===== src/rtl/fsm_mestre_linha.sv =====
// Master sequencer for one bottling-line station: conveyor, fill/seal handshakes,
// QC routing, cork alarm, operator stop and per-task timeout supervision.
module fsm_mestre_linha #(
  parameter int unsigned          TIMER_W        = 26,
  parameter logic [TIMER_W-1:0]   TIMEOUT_CICLOS = 26'd50000000,
  parameter logic [TIMER_W-1:0]   TEMPO_LIBERA   = 26'd12500000
) (
  input  logic       clk,
  input  logic       reset,
  input  logic       start,
  input  logic       stop,
  input  logic       sensor_garrafa,
  input  logic       sensor_cq,
  input  logic       alarme_rolha,
  input  logic       enchimento_concluido,
  input  logic       vedacao_concluida,
  output logic       motor_esteira,
  output logic       cmd_enchimento,
  output logic       cmd_vedacao,
  output logic       incrementar_duzia,
  output logic       descarte,
  output logic       erro_timeout,
  output logic [2:0] estado_dbg
);

  typedef enum logic [2:0] {
    PARADO       = 3'd0,
    AVANCA       = 3'd1,
    ENCHE        = 3'd2,
    VEDA         = 3'd3,
    LIBERA       = 3'd4,
    ESPERA_ROLHA = 3'd5,
    FALHA        = 3'd6
  } state_t;

  // Limits are compared with >= against (limit - 1) so the exit happens after exactly
  // 'limit' cycles in the state and a smaller limit can never be skipped.
  localparam logic [TIMER_W-1:0] LIM_TIMEOUT = TIMEOUT_CICLOS - TIMER_W'(1);
  localparam logic [TIMER_W-1:0] LIM_LIBERA  = TEMPO_LIBERA - TIMER_W'(1);

  state_t             state_q, state_d;
  logic [TIMER_W-1:0] timer_q, timer_d;
  logic               conta_c;
  logic               timer_ativo_c;
  logic               timeout_c;

  // Next-state, timer and QC pulse decode; priority stop > timeout > alarm > normal.
  always_comb begin
    state_d       = state_q;
    timer_d       = '0;
    timer_ativo_c = (state_q == ENCHE) || (state_q == VEDA) || (state_q == LIBERA);
    timeout_c     = ((state_q == ENCHE) || (state_q == VEDA)) && (timer_q >= LIM_TIMEOUT);

    if (stop && (state_q != FALHA)) begin
      state_d = PARADO;
    end else if (timeout_c) begin
      state_d = FALHA;
    end else begin
      case (state_q)
        PARADO:       if (start) state_d = AVANCA;
        AVANCA:       if (sensor_garrafa) state_d = ENCHE;
        ENCHE:        if (enchimento_concluido) state_d = alarme_rolha ? ESPERA_ROLHA : VEDA;
        VEDA: begin
          // The sealer aborts on an empty cork stock and never raises done.
          if (alarme_rolha)           state_d = ESPERA_ROLHA;
          else if (vedacao_concluida) state_d = LIBERA;
        end
        LIBERA: begin
          // Waiting for done to return low keeps the next seal req from overlapping it.
          if ((timer_q >= LIM_LIBERA) && !sensor_garrafa && !vedacao_concluida)
            state_d = AVANCA;
        end
        ESPERA_ROLHA: if (!alarme_rolha && start) state_d = VEDA;
        FALHA:        if (start && !stop) state_d = PARADO;
        default:      state_d = PARADO;
      endcase
    end

    // Timer clears on any state change and saturates instead of wrapping.
    if (state_d != state_q) begin
      timer_d = '0;
    end else if (timer_ativo_c) begin
      timer_d = (timer_q != '1) ? (timer_q + TIMER_W'(1)) : timer_q;
    end

    // Only a real seal completion counts; ESPERA_ROLHA re-entries go to VEDA, not LIBERA.
    conta_c = (state_q == VEDA) && (state_d == LIBERA);
  end

  // State, timer and outputs registered together, outputs decoded from next state.
  always_ff @(posedge clk) begin
    if (reset) begin
      state_q           <= PARADO;
      timer_q           <= '0;
      motor_esteira     <= 1'b0;
      cmd_enchimento    <= 1'b0;
      cmd_vedacao       <= 1'b0;
      incrementar_duzia <= 1'b0;
      descarte          <= 1'b0;
      erro_timeout      <= 1'b0;
      estado_dbg        <= 3'd0;
    end else begin
      state_q           <= state_d;
      timer_q           <= timer_d;
      motor_esteira     <= (state_d == AVANCA) || (state_d == LIBERA);
      cmd_enchimento    <= (state_d == ENCHE);
      cmd_vedacao       <= (state_d == VEDA);
      incrementar_duzia <= conta_c && sensor_cq;
      descarte          <= conta_c && !sensor_cq;
      erro_timeout      <= (state_d == FALHA);
      estado_dbg        <= 3'(state_d);
    end
  end

endmodule


===== config.mk =====
export PLATFORM = sky130hd
export DESIGN_NAME = fsm_mestre_linha
export DESIGN_NICKNAME = d
export VERILOG_FILES = /design/src/rtl/fsm_mestre_linha.sv
export SDC_FILE = /design/constraint.sdc
export NUM_CORES = 1
export LEC_CHECK = 0
export ABC_AREA = 1
export CORE_MARGIN = 2
export CORE_UTILIZATION = 59
export CTS_CLUSTER_DIAMETER = 30
export DETAILED_ROUTE_END_ITERATION = 8
export PLACE_DENSITY = 0.77
export SYNTH_ARGS = -nofsm -noshare
export SYNTH_HDL_FRONTEND = slang
export SYNTH_SLANG_ARGS = --single-unit

===== constraint.sdc =====
create_clock -name clk -period 2.6 [get_ports clk]
set_input_delay 0.26 -clock clk [delete_from_list [all_inputs] [get_ports clk]]
set_output_delay 0.26 -clock clk [all_outputs]
set_load 0.01 [all_outputs]

==> key figures <==
Floorplanning
  – Row count: 23
  – Die Y: 67.8 µm
  – Io pins: 18
  – Core area: 0.00397 mm²
  – Die Footprint: 0.00460 mm²
  – Starting Density: 60.6%
  – Die X: 67.8 µm

Finish
  – Final nets: 388
  – Synth-to-layout area growth: 15.1%
  – N_diodes: 0
  – Final Cell Area: 0.00277 mm²
  – Most frequent cells in the layout: nor2_1 (76), nand2_1 (55), dfxtp_1 (35)
  – Most common cell after layout, fill and taps aside: nor2_1
  – Layout filler cell count: 353
  – Layout cells sized above 1: 20.1%

Power
  – PD cells: 372 mW/mm²
  – VDD IR max: 0.000235 V
  – Static Leak: 1.08 nW

Global route
  – Remaining Overflow, GRT: 0
  – Initial antenna violation count: 0
  – Vias in the first global route: 1991
  – Global-route wire length before repair: 8.98 mm
  – GRT Util Overall: 25.6%
  – Pin count of the biggest net entering global routing: 14

Placed design
  – Port bufs: 17
  – Placed cell area: 0.00267 mm²
  – Routability Congestion: 0.905
  – Detailed Place HPWL: 4.06 mm

Timing
  – RSZ-0062 raised after global routing: no
  – Fin Setup TNS: 0 ps
  – Clock Skew: 4.36 ps
  – Endpoints failing setup: 0
  – Fmax: 454 MHz
  – Minimum clock period: 2200 ps
  – Actual slew at the worst max-slew pin: 676 ps
  – Final period util: 84.8%
  – Max Slew Vio Count: 0
  – Hold Fails Final Rpt: 0
  – Worst slew margin: 54.6%

Synthesis
  – Synth area leader: dfxtp_1
  – Synth cell types: 29
  – Mapped Cells: 351
  – Mapped cell area: 0.00240 mm²
  – Top post-synthesis cells by area: dfxtp_1 (29%), nor2_1 (12%), nor2_4 (10%)
  – Syn avg cell area: 6.85 µm²
  – Synth Register Bits: 35
  – Sequential element share of the synthesized area: 29.1%
  – Post-synth top area share: 29.1%
  – Ys Warns: 0
  – Post-synth net total: 361

Route
  – Vias: 2257
  – WL final: 5.36 mm
  – Via density: 5.26
  – Antenna-violating nets left: 0
  – DRC violations left: 0
  – Drt pass-1 iters: 5
  – Wirelength per Cell: 12.5 µm
  – 1st-iter DRT viols: 207

Clocking
  – CTS Hold Bufs: 0
  – Clk sinks: 35
  – H-tree depth: 2
  – Clk buf depth: 2
  – Worst-path clk slew: 70 ps
  – Post-CTS sizing: 0
  – CTS tree: done
  – # Post-CTS Setup Buffers: 0
  – Clk_lat worst skew: 290 ps
  – Root buf cell: clkbuf_8
  – CTS buffer count: 5

Critical path
  – CP endpoint kind: register
  – Critical Path Start: timer_q[1]$_SDFFE_PP0P_
  – R2R setup slack: 400 ps
  – Crit start category: register
  – Setup CP Type: reg -> reg
  – Worst path required time: 2780 ps
  – RR Startpoint: timer_q[1]$_SDFFE_PP0P_
  – CP arrival: 2380 ps
  – Worst Path Max Fanout: 13

Run
  – Max cap viols: 0

Hold path
  – Hold_sp: sensor_cq
  – Min-Delay Path Class: in -> reg

Run status
  – Status: finished, final reports clean
synthesized netlist by cell type (all sizes together):
master  number
a31oi        1
xnor2        6
nor3        12
buf          5
nor4         3
nand3b       1
nand3       26
o21ai        6
xor2        16
ha           1
nand4       10
or2          1
nand2       72
a22oi        1
a21oi        8
inv         43
nor2       104
dfxtp       35
where the power goes:
part / switching [mW] / internal [mW]
sequential: 0.00207 / 0.538
clock: 0.195 / 0.242
combinational: 0.0289 / 0.0243
final timing paths:
check / end / cells past startpoint
setup / recovery: timer_q[7]$_SDFFE_PP0P_ / 15
hold / removal: descarte$_SDFF_PP0_ / 2
setup reg to reg: timer_q[7]$_SDFFE_PP0P_ / 15
hold reg to reg: timer_q[21]$_SDFFE_PP0P_ / 2
logic make-up (layout without fill, tap and decap cells):
family | after synthesis | in the layout | synth area share [%]
flip-flops | 35 | 35 | 29.1
adder cells (fa/ha/maj) | 1 | 1 | 0.520
buffers and inverters | 48 | 76 | 8.95
AND/OR/NAND/NOR | 229 | 229 | 49.4
AO/OA/AOI/OAI | 16 | 16 | 3.95
XOR/XNOR | 22 | 22 | 8.01
final cells by class:
class,count,area [µm²],area share (%)
Clock buffer,8,100,3.61
Inverter,43,161,5.83
Multi-Input combinational cell,268,1490,53.8
Sequential cell,35,701,25.3
Tap cell,50,62.6,2.26
Timing Repair Buffer,25,255,9.22
through the flow:
step                power, mW  util, %  worst slack, ps  instances  hold WS [ps]
finish                   1.03     69.7              395        429           529
global route             1.06     69.7              243        429           552
CTS                      1.04     69.7              419        429           535
detailed placement      0.605     67.2              417        421           601
global placement        0.605     67.2              445        421           602
floorplan               0.582        -              702        351           332
critical path, cell delays in order, from the launching register on:
cell     delay (ps)
dfxtp_1         390
ha_1            200
nand2_1          80
inv_1            90
nand2_1          70
nand3_1         110
nand3_1          80
nand2_1         120
nand3_1         100
nand2_2         110
nand3_1         110
nand2_2         110
nor2_4           40
nand2_4         230
buf_12          240
nor2_4           30
state kept, by name (all words and copies together), names as in the netlist:
signal	cells
erro_timeout	1
incrementar_duzia	1
state_q	3
timer_q	26
cmd_vedacao	1
descarte	1
motor_esteira	1
cmd_enchimento	1
per-layer routing:
layer | share of wire [%] | track usage [%] | routed length (µm) | vias to the layer above
met5 | 0 | 0 | 0 | -
met4 | 1.8 | 7.50 | 95 | 0
met3 | 6.8 | 4.61 | 362 | 10
met2 | 43 | 39.0 | 2330 | 104
met1 | 48 | 37.1 | 2570 | 992
li1 | - | - | - | 1151
Note: power is estimated with default switching activity, not from simulation.
